--- src/rtl/zoled_pkg.sv ---
// Shared opcodes, decoder state encoding and register bundle for the OLED SPI sink.
// The controller command list is built from the same opcode constants.
package zoled_pkg;

  localparam logic [7:0] CmdColLoBase   = 8'h00;
  localparam logic [7:0] CmdColHiBase   = 8'h10;
  localparam logic [7:0] CmdSetContrast = 8'h81;
  localparam logic [7:0] CmdDispOff     = 8'hAE;
  localparam logic [7:0] CmdDispOn      = 8'hAF;
  localparam logic [7:0] CmdPageBase    = 8'hB0;

  typedef enum logic [0:0] {
    StIdle,
    StArgContrast
  } dec_state_e;

  typedef enum logic [2:0] {
    OpColLo,
    OpColHi,
    OpPage,
    OpDisp,
    OpContrast,
    OpOther
  } cmd_op_e;

  typedef struct packed {
    dec_state_e  state;
    logic        wr_en;
    logic [9:0]  wr_addr;
    logic [7:0]  wr_data;
    logic        cmd_valid;
    logic [7:0]  cmd_byte;
    logic        disp_on;
    logic [7:0]  contrast;
    logic [2:0]  page;
    logic [6:0]  col;
  } sink_regs_t;

  // 0x18-0x1F share the column-high prefix bits but are not column commands.
  function automatic cmd_op_e decode_cmd(input logic [7:0] b);
    cmd_op_e op;
    op = OpOther;
    if (b[7:4] == CmdColLoBase[7:4]) begin
      op = OpColLo;
    end else if (b[7:3] == CmdColHiBase[7:3]) begin
      op = OpColHi;
    end else if (b[7:3] == CmdPageBase[7:3]) begin
      op = OpPage;
    end else if (b[7:1] == CmdDispOff[7:1]) begin
      op = OpDisp;
    end else if (b == CmdSetContrast) begin
      op = OpContrast;
    end
    return op;
  endfunction

endpackage

--- src/rtl/zoled_spi_sink_if.sv ---
// SPI pin bundle plus the GRAM write / command strobe port of the OLED sink.
interface zoled_spi_sink_if;
  logic       cs_n;
  logic       sclk;
  logic       dc;
  logic       sdin;
  logic       oled_rst;
  logic       wr_en;
  logic [9:0] wr_addr;
  logic [7:0] wr_data;
  logic       cmd_valid;
  logic [7:0] cmd_byte;

  modport master (
    output cs_n, sclk, dc, sdin, oled_rst,
    input  wr_en, wr_addr, wr_data, cmd_valid, cmd_byte
  );

  modport slave (
    input  cs_n, sclk, dc, sdin, oled_rst,
    output wr_en, wr_addr, wr_data, cmd_valid, cmd_byte
  );
endinterface

--- src/rtl/zspi_byte_rx.sv ---
// SPI mode-0 byte receiver: input synchronizers, sclk rise detect, MSB-first shifter,
// bit counter and sticky framing error. byte_done is combinational in the 8th-rise cycle.
module zspi_byte_rx
  import zoled_pkg::*;
#(
    parameter int unsigned SYNC_STAGES = 2
) (
    input  logic       clk,
    input  logic       rst_n,
    input  logic       cs_n,
    input  logic       sclk,
    input  logic       dc,
    input  logic       sdin,
    input  logic       oled_rst,
    output logic       soft_rst,
    output logic       byte_done,
    output logic       byte_dc,
    output logic [7:0] byte_data,
    output logic       frame_err
);

  // Bit order {oled_rst, cs_n, sclk, dc, sdin}; idle levels keep the sink deselected.
  localparam logic [4:0] SyncIdle = 5'b11000;

  logic [4:0] sync_q [SYNC_STAGES];
  logic       oled_rst_s, cs_n_s, sclk_s, dc_s, sdin_s;
  logic       sclk_prev_q;
  logic       rise;
  logic [7:0] shift_q, shift_d;
  logic [2:0] cnt_q, cnt_d;
  logic       frame_err_q, frame_err_d;

  always_ff @(posedge clk or negedge rst_n) begin
    if (!rst_n) begin
      for (int unsigned i = 0; i < SYNC_STAGES; i++) begin
        sync_q[i] <= SyncIdle;
      end
      sclk_prev_q <= 1'b0;
    end else begin
      sync_q[0] <= {oled_rst, cs_n, sclk, dc, sdin};
      for (int unsigned i = 1; i < SYNC_STAGES; i++) begin
        sync_q[i] <= sync_q[i-1];
      end
      sclk_prev_q <= sclk_s;
    end
  end

  assign {oled_rst_s, cs_n_s, sclk_s, dc_s, sdin_s} = sync_q[SYNC_STAGES-1];

  assign rise      = sclk_s & ~sclk_prev_q;
  assign soft_rst  = ~oled_rst_s;
  assign byte_done = oled_rst_s & ~cs_n_s & rise & (cnt_q == 3'd7);
  assign byte_dc   = dc_s;
  assign byte_data = {shift_q[6:0], sdin_s};
  assign frame_err = frame_err_q;

  always_comb begin
    shift_d     = shift_q;
    cnt_d       = cnt_q;
    frame_err_d = frame_err_q;
    if (!oled_rst_s) begin
      shift_d     = '0;
      cnt_d       = '0;
      frame_err_d = 1'b0;
    end else if (cs_n_s) begin
      shift_d = '0;
      cnt_d   = '0;
      if (cnt_q != 3'd0) begin
        frame_err_d = 1'b1;
      end
    end else if (rise) begin
      shift_d = {shift_q[6:0], sdin_s};
      cnt_d   = cnt_q + 3'd1;
    end
  end

  always_ff @(posedge clk or negedge rst_n) begin
    if (!rst_n) begin
      shift_q     <= '0;
      cnt_q       <= '0;
      frame_err_q <= 1'b0;
    end else begin
      shift_q     <= shift_d;
      cnt_q       <= cnt_d;
      frame_err_q <= frame_err_d;
    end
  end

endmodule

--- src/rtl/zoled_spi_sink.sv ---
// SSD1306-style SPI sink: byte receiver plus command decoder, page/column pointers,
// GRAM write strobe and display/contrast state.
module zoled_spi_sink
  import zoled_pkg::*;
#(
    parameter int unsigned SYNC_STAGES  = 2,
    parameter logic [7:0]  CONTRAST_RST = 8'h7F
) (
    input  logic                   clk,
    input  logic                   rst_n,
    zoled_spi_sink_if.slave        bus,
    output logic                   disp_on,
    output logic [7:0]             contrast,
    output logic [2:0]             page,
    output logic [6:0]             col,
    output logic                   frame_err
);

  localparam sink_regs_t RegsRst = '{
    state:     StIdle,
    wr_en:     1'b0,
    wr_addr:   10'd0,
    wr_data:   8'd0,
    cmd_valid: 1'b0,
    cmd_byte:  8'd0,
    disp_on:   1'b0,
    contrast:  CONTRAST_RST,
    page:      3'd0,
    col:       7'd0
  };

  logic       soft_rst;
  logic       byte_done;
  logic       byte_dc;
  logic [7:0] byte_data;

  sink_regs_t regs_q, regs_d;

  zspi_byte_rx #(
    .SYNC_STAGES(SYNC_STAGES)
  ) u_rx (
    .clk       (clk),
    .rst_n     (rst_n),
    .cs_n      (bus.cs_n),
    .sclk      (bus.sclk),
    .dc        (bus.dc),
    .sdin      (bus.sdin),
    .oled_rst  (bus.oled_rst),
    .soft_rst  (soft_rst),
    .byte_done (byte_done),
    .byte_dc   (byte_dc),
    .byte_data (byte_data),
    .frame_err (frame_err)
  );

  always_comb begin
    regs_d           = regs_q;
    regs_d.wr_en     = 1'b0;
    regs_d.cmd_valid = 1'b0;
    if (soft_rst) begin
      regs_d = RegsRst;
    end else if (byte_done) begin
      if (regs_q.state == StArgContrast) begin
        // Argument is taken regardless of dc and never reaches GRAM.
        regs_d.contrast  = byte_data;
        regs_d.cmd_valid = 1'b1;
        regs_d.cmd_byte  = byte_data;
        regs_d.state     = StIdle;
      end else if (byte_dc) begin
        regs_d.wr_en   = 1'b1;
        regs_d.wr_addr = {regs_q.page, regs_q.col};
        regs_d.wr_data = byte_data;
        regs_d.col     = regs_q.col + 7'd1;
      end else begin
        regs_d.cmd_valid = 1'b1;
        regs_d.cmd_byte  = byte_data;
        case (decode_cmd(byte_data))
          OpColLo:    regs_d.col[3:0] = byte_data[3:0];
          OpColHi:    regs_d.col[6:4] = byte_data[2:0];
          OpPage:     regs_d.page     = byte_data[2:0];
          OpDisp:     regs_d.disp_on  = byte_data[0];
          OpContrast: regs_d.state    = StArgContrast;
          default:    ;
        endcase
      end
    end
  end

  always_ff @(posedge clk or negedge rst_n) begin
    if (!rst_n) begin
      regs_q <= RegsRst;
    end else begin
      regs_q <= regs_d;
    end
  end

  assign bus.wr_en     = regs_q.wr_en;
  assign bus.wr_addr   = regs_q.wr_addr;
  assign bus.wr_data   = regs_q.wr_data;
  assign bus.cmd_valid = regs_q.cmd_valid;
  assign bus.cmd_byte  = regs_q.cmd_byte;
  assign disp_on       = regs_q.disp_on;
  assign contrast      = regs_q.contrast;
  assign page          = regs_q.page;
  assign col           = regs_q.col;

  a_no_dual_pulse: assert property (@(posedge clk) disable iff (!rst_n)
    !(regs_q.wr_en && regs_q.cmd_valid));

endmodule

--- src/flat_wrapper.sv ---
// flat-port wrapper written by rule: the top's interface ports become plain ports
module zoled_spi_sink_flat import zoled_pkg::*;
#(
    parameter int unsigned SYNC_STAGES  = 2,
    parameter logic [7:0]  CONTRAST_RST = 8'h7F
)
  (clk, rst_n, disp_on, contrast, page, col, frame_err, bus_cs_n, bus_sclk, bus_dc, bus_sdin, bus_oled_rst, bus_wr_en, bus_wr_addr, bus_wr_data, bus_cmd_valid, bus_cmd_byte);
  zoled_spi_sink_if bus_i ();
  input  logic clk;
  input  logic rst_n;
  output logic disp_on;
  output logic [7:0] contrast;
  output logic [2:0] page;
  output logic [6:0] col;
  output logic frame_err;
  input wire logic [$bits(bus_i.cs_n)-1:0] bus_cs_n;
  input wire logic [$bits(bus_i.sclk)-1:0] bus_sclk;
  input wire logic [$bits(bus_i.dc)-1:0] bus_dc;
  input wire logic [$bits(bus_i.sdin)-1:0] bus_sdin;
  input wire logic [$bits(bus_i.oled_rst)-1:0] bus_oled_rst;
  output wire logic [$bits(bus_i.wr_en)-1:0] bus_wr_en;
  output wire logic [$bits(bus_i.wr_addr)-1:0] bus_wr_addr;
  output wire logic [$bits(bus_i.wr_data)-1:0] bus_wr_data;
  output wire logic [$bits(bus_i.cmd_valid)-1:0] bus_cmd_valid;
  output wire logic [$bits(bus_i.cmd_byte)-1:0] bus_cmd_byte;
  assign bus_i.cs_n = bus_cs_n;
  assign bus_i.sclk = bus_sclk;
  assign bus_i.dc = bus_dc;
  assign bus_i.sdin = bus_sdin;
  assign bus_i.oled_rst = bus_oled_rst;
  assign bus_wr_en = bus_i.wr_en;
  assign bus_wr_addr = bus_i.wr_addr;
  assign bus_wr_data = bus_i.wr_data;
  assign bus_cmd_valid = bus_i.cmd_valid;
  assign bus_cmd_byte = bus_i.cmd_byte;
  zoled_spi_sink #(.SYNC_STAGES(SYNC_STAGES), .CONTRAST_RST(CONTRAST_RST)) u_core (.clk(clk), .rst_n(rst_n), .bus(bus_i), .disp_on(disp_on), .contrast(contrast), .page(page), .col(col), .frame_err(frame_err));
endmodule
--- config.mk ---
export PLATFORM = sky130hd
export DESIGN_NAME = zoled_spi_sink_flat
export DESIGN_NICKNAME = d
export VERILOG_FILES = /design/src/rtl/zoled_pkg.sv /design/src/rtl/zoled_spi_sink_if.sv /design/src/rtl/zspi_byte_rx.sv /design/src/rtl/zoled_spi_sink.sv /design/src/flat_wrapper.sv
export SDC_FILE = /design/constraint.sdc
export NUM_CORES = 1
export LEC_CHECK = 0
export BUFFER_PORTS_ARGS = -buffer_cell sky130_fd_sc_hd__buf_2
export CORE_ASPECT_RATIO = 0.5
export CORE_UTILIZATION = 40
export CTS_CLUSTER_DIAMETER = 40
export CTS_CLUSTER_SIZE = 40
export DETAILED_ROUTE_END_ITERATION = 16
export PLACE_DENSITY = 0.57
export SYNTH_ARGS = -nofsm -noshare
export SYNTH_HDL_FRONTEND = slang
export SYNTH_HIERARCHICAL = 1
export SYNTH_SLANG_ARGS = --single-unit
--- constraint.sdc ---
create_clock -name clk -period 5.27 [get_ports clk]
set_input_delay 0.527 -clock clk [delete_from_list [all_inputs] [get_ports clk]]
set_output_delay 0.527 -clock clk [all_outputs]
set_load 0.05 [all_outputs]
### Yosys cells after proc, flatten, opt, wreduce, memory -nomap -nowiden

Cells that the tools add are included.
W data, S select, Z words.

| storage, ports and cells | value |
|---|---|
| bits in registers | 70 |
| input bits | 7 |
| output and inout bits | 48 |
| word-level logic and storage cells | 94 |

| cells by class | value |
|---|---|
| $add $sub $neg | 2 |
| equal/unequal tests | 22 |
| multiplexer cells | 36 |
| bitwise gates (word level) | 6 |
| reductions and logical operators | 11 |

Operators by type and width:

| kind | number |
|---|---|
| $mux W48 | 2 |
| $mux W3 | 14 |
| $mux W19 | 2 |
| $mux W7 | 4 |
| $mux W10 | 2 |
| $ne A3 B2 Y1 const B | 4 |
| $ne A2 B1 Y1 const B | 5 |
| $mux W1 | 9 |
| $mux W9 | 1 |
| $reduce_and A3 Y1 | 3 |
| $eq A8 B8 Y1 const B | 1 |
| $mux W8 | 1 |
| $ne A2 B2 Y1 const B | 4 |
| $reduce_and A4 Y1 | 2 |
| $add A7 B1 Y7 const B | 1 |
| $eq A7 B7 Y1 const B | 1 |
| $eq A3 B2 Y1 const B | 2 |
| $eq A3 B3 Y1 const B | 2 |
| $reduce_and A2 Y1 | 3 |
| $eq A5 B2 Y1 const B | 1 |
| $eq A5 B5 Y1 const B | 1 |
| $and A1 B1 Y1 | 4 |
| $logic_not A4 Y1 | 1 |
| $mux W4 | 1 |
| 5 further kinds | 6 |

### Depth between registers and ports, before layout

| depth | value |
|---|---|
| word-level depth | 16 |
| gate-level depth with buffers | 9 |
| gate-level depth less buffers | 8 |

### By module

The synthesis kept the hierarchy.

By module, submodules not included:

| module | instances | cells each | area an instance (um^2) | seq. area each (um^2) |
|---|---|---|---|---|
| zoled_spi_sink | 1 | 256 | 2,703.8 | 1,209.9 |
| zspi_byte_rx | 1 | 69 | 845.8 | 555.5 |

### Worst setup path after synthesis

No wires, ideal clock.

| timing | value |
|---|---|
| path kind | register -> register |
| from | reg u_core.u_rx.sync_q (netlist bit u_core/u_rx/oled_rst_s) |
| to | reg u_core.regs_q (netlist bit u_core/col[0]) |
| setup time | 0.125 ns |
| data arrival time | 1.809 ns |
| data required time | 5.145 ns |
| slack | 3.336 ns |
| cell stages (with the launch flop) | 8 |
| buffers on the path | 1 |
| period minus slack after synthesis | 1.934 ns |
| path through | dfstp_2 > nand2b_1 > buf_4 > nor2_1 > nor2b_4 > nand3b_1 > and2_4 > mux2_4 |

| between the ends | value |
|---|---|
| longest elaborated chain between the ends | 5 |
| elaborated cells between the ends (all ways) | 8 |
| classes of those cells | eq/ne: 3; mux: 1; bitwise: 3; reduce/logical: 1 |

RTL lines:

| item | line | source |
|---|---|---|
| from (decl) | zspi_byte_rx.sv:25 | `logic [4:0] sync_q [SYNC_STAGES];` |
| from (signal, indexed assignment) | zspi_byte_rx.sv:36 | `sync_q[i] <= SyncIdle;` |
| from (signal, indexed assignment) | zspi_byte_rx.sv:42 | `sync_q[i] <= sync_q[i-1];` |
| $and A1 B1 Y1 (3 in series) | zspi_byte_rx.sv:52 | `assign byte_done = oled_rst_s & ~cs_n_s & rise & (cnt_q == 3'd7);` |
| via u_core.byte_done | zoled_spi_sink.sv:33 | `logic byte_done;` |
| $ne A2 B1 Y1 (no source line) | -- |  |
| $reduce_and A3 Y1 (no source line) | -- |  |
| to (signal assigned) | zoled_spi_sink.sv:91 | `regs_q <= RegsRst;` |
| to (signal assigned) | zoled_spi_sink.sv:93 | `regs_q <= regs_d;` |
| to (decl) | zoled_spi_sink.sv:37 | `sink_regs_t regs_q, regs_d;` |

The timed path passes the listed nets, and every way through them passes these cells.
A chain may end at the register's enable or synchronous reset.

### Final worst setup path

| timing | value |
|---|---|
| from | reg u_core.u_rx.sync_q (netlist bit u_core/u_rx/cs_n_s) |
| to | reg u_core.regs_q (netlist bit u_core/col[0]) |

| between the ends | value |
|---|---|
| longest elaborated chain between the ends | 6 |

RTL lines:

| item | line |
|---|---|
| $not A1 Y1 | zspi_byte_rx.sv:52 |
| $and A1 B1 Y1 (3 in series) | zspi_byte_rx.sv:52 |
| via u_core.byte_done | zoled_spi_sink.sv:33 |
| $ne A2 B1 Y1 (no source line) | -- |
| $reduce_and A3 Y1 (no source line) | -- |

The timed path passes the listed nets, and every way through them passes these cells.

==> flow_summary_export.csv <==
group,metric,value,unit
routing,drc,0,
routing,routed_wl,7.15,mm
synthesis,synth_top_area_frac,0.416,
clock_tree,cts.repair.resized,0,
die,die_w,135,um
worst_setup_path,cp-end-kind,"flop",
final_layout,antennaDiodeCount,0,
clock_tree,insertion_delay,330,ps
clock_tree,postCtsSetupBuffers,0,
sta,slew_headroom,0.265,
die,io_pins,55,
place,gp_congestion,0.800,
die,start_util,0.428,
global_route,overflow,0,
sta,slew_violations,0,
synthesis,synth_top_area_cell,"dfrtp_1",
synthesis,syn_inst,325,
clock_tree,cts_buffer_depth,2,
worst_hold_path,hold_path.class,"in -> reg",
worst_setup_path,cp_data_arrival_time,3340,ps
clock_tree,htreeDepth,3,
synthesis,synth_warnings,6,
clock_tree,cts_hold_buf,0,
synthesis,synth_area_per_cell,10.9,um2
power_and_ir_drop,clkPwrFrac,0.505,
clock_tree,cts-root-buf,"clkbuf_16",
final_layout,fillerInstances,800,
power_and_ir_drop,power.internal,0.000943,W
sta,fin_skew,4.88,ps
clock_tree,clk_pin_slew_worst_paths,50,ps
synthesis,async_reset_ff_frac,1.00,
routing,detail_route.wl_per_cell,16.1,um
synthesis,synth.distinct_cells,54,
power_and_ir_drop,switching_power,0.000247,W
final_layout,final_cell_mix,"dfrtp_1, buf_2, nand2_1, a22o_1, nand3_1",
routing,viasPerCell,5.17,
synthesis,ys_seq_area_frac,0.497,
power_and_ir_drop,swShare,0.207,
clock_tree,cts_buffers,9,
global_route,grt_pass1_wl,11.9,mm
synthesis,synth_edf_count,0,
global_route,grt_antenna_before_repair,0,
die,dieArea,0.00928,mm2
synthesis,synthFlopType,"dfrtp_1",
routing,num_vias,2301,
synthesis,ys_ff_latch,70,
sta,final_hold_viol_count,0,
global_route,grt_usage,0.175,
final_layout,area_growth,7.40,%
sta,rsz0062_at_grt,"no",
synthesis,syn-cell-area,0.00355,mm2
routing,dr.pass1.iters,6,
final_layout,post_route_cells_drive_above_1_share,0.327,
job,drv_cap,0,
power_and_ir_drop,leakagePower,1.83,nW
power_and_ir_drop,combPwrFrac,0.031,
global_route,grt_start_max_net_pins,71,
sta,max_freq,320,MHz
synthesis,synthTopCellsByArea,"dfrtp_1, buf_4, dfstp_2, a22o_1, nand2_1",
die,core,0.00829,mm2
power_and_ir_drop,power-per-cell-area,312,mW/mm2
sta,tns,0,ps
worst_setup_path,path_max_fanout,24,
power_and_ir_drop,seqPwrFrac,0.464,
power_and_ir_drop,total_power,0.00119,W
final_layout,final_common_cell,"dfrtp_1",
sta,finalSetupViolCount,0,
clock_tree,cts_tree,"yes",
worst_setup_path,critical_path_class,"reg -> reg",
final_layout,num-nets-final,339,
place,hpwl,4.79,mm
global_route,grt_pass1_vias,2281,
worst_setup_path,worstPathRequired,5490,ps
routing,drtAntennaViolNets,0,
place,io_buffers,54,
outcome,status,"finished clean",
clock_tree,cts_sinks,70,
die,rows,23,
sta,worst_pin_slew,1100,ps
worst_setup_path,start_kind,"flop",
sta,fin_crit,3120,ps
sta,layout_worst_path_cycle_share,0.592,
routing,drt_iter0_markers,190,
synthesis,syn_nets,336,
power_and_ir_drop,ir_worst_vdd,0.147,mV
die,fp.dieH,68.6,um
[cell type report]
type                       count  area [um2]  area share
sequential                    70        1770       0.463
multi-input combinational    186        1300       0.341
timing repair buffer          56         285      0.0748
clock buffer                  12         256      0.0673
tap                          112         140      0.0368
clock inverter                 4        45.0      0.0118
inverter                       5        18.8     0.00492
[worst max-delay path, cell delays in order (launching register included)]
cell and delay [ps]:
dfstp_2 520, nand2b_1 500, nor2_1 100, buf_4 230, nor2b_4 170, a21oi_2 840
and2_4 340, mux2_4 300
[cells by family (layout without fill, tap and decap cells)]
kind of cell	count (synthesis)	after routing	share of synthesized area
compound gates	67	67	0.147
xor+xnor	1	1	0.00247
fa+ha+maj	4	4	0.0141
buf+inv	69	77	0.136
flops	70	70	0.497
mux	10	10	0.0314
simple gates	104	104	0.171
[synthesized netlist by cell type (5+ instances only)]
library cell,count
dfrtp_1,59
nand3_1,16
nand2b_1,10
and3_1,7
nor2_1,8
a21oi_1,14
a22o_1,19
a211o_1,8
buf_2,7
inv_1,5
dfstp_2,11
buf_4,49
a21oi_2,10
nand2_1,38
mux2i_1,7
[power groups by stage]
stage                     clock (W)  sequential [W]  combinational (W)
after floorplan                   0        0.000558          0.0000270
after global placement            0        0.000561          0.0000365
after detailed placement          0        0.000561          0.0000375
after CTS                  0.000617        0.000552          0.0000376
after global routing       0.000651        0.000553          0.0000414
final                      0.000601        0.000552          0.0000367
[stage by stage]
| step | hold slack (ps) | util | instance area, um2 | worst slack, ps | cells |
|---|---|---|---|---|---|
| after global placement | 333 | 0.424 | 3510 | 2260 | 429 |
| after detailed placement | 336 | 0.424 | 3510 | 2170 | 429 |
| after CTS | 279 | 0.460 | 3810 | 2160 | 445 |
| final | 293 | 0.460 | 3810 | 2150 | 445 |
| after floorplan | 231 | - | 3550 | 3340 | 325 |
| after global routing | 279 | 0.460 | 3810 | 1960 | 445 |
[final timing paths]
check | startpoint | depth (start not counted) | endpoint | slack [ps]
worst max-delay path | u_core/u_rx/cs_n_s$_DFF_PN1_ | 7 | u_core/col[0]$_DFFE_PN0P_ | 2150
max in group asynchronous | rst_n | 2 | u_core/bus.wr_data[6]$_DFFE_PN0P_ | 4300
worst min register to register | u_core/u_rx/sync_q[5]$_DFF_PN0_ | 0 | u_core/u_rx/byte_data[0]$_DFF_PN0_ | 350
min in group asynchronous | rst_n | 2 | u_core/u_rx/frame_err$_DFFE_PN0P_ | 390
worst min-delay path | bus_cs_n | 1 | u_core/u_rx/sync_q[8]$_DFF_PN1_ | 290
worst max register to register | u_core/u_rx/cs_n_s$_DFF_PN1_ | 7 | u_core/col[0]$_DFFE_PN0P_ | 2150
[registers in the layout, indices dropped and copies added, names as in the netlist, 3 cells and up]
| name | flops |
|---|---|
| u_core/u_rx/shift_q | 7 |
| u_core/u_rx/sync_q | 5 |
| u_core/bus.wr_addr | 10 |
| u_core/bus.wr_data | 8 |
| u_core/contrast | 8 |
| u_core/u_rx/cnt_q | 3 |
| u_core/bus.cmd_byte | 8 |
| u_core/col | 7 |
| u_core/page | 3 |
[layer usage]
layer  track usage  routed length [um]  share of wire  vias up
met4        0.0716                 104          0.015        0
li1              -                   -              -     1094
met3        0.0599                 401          0.056       10
met2         0.260                3140           0.44       65
met5             0                   0              0        -
met1         0.235                3500           0.49     1132
Power figures use the tool's default switching activity.
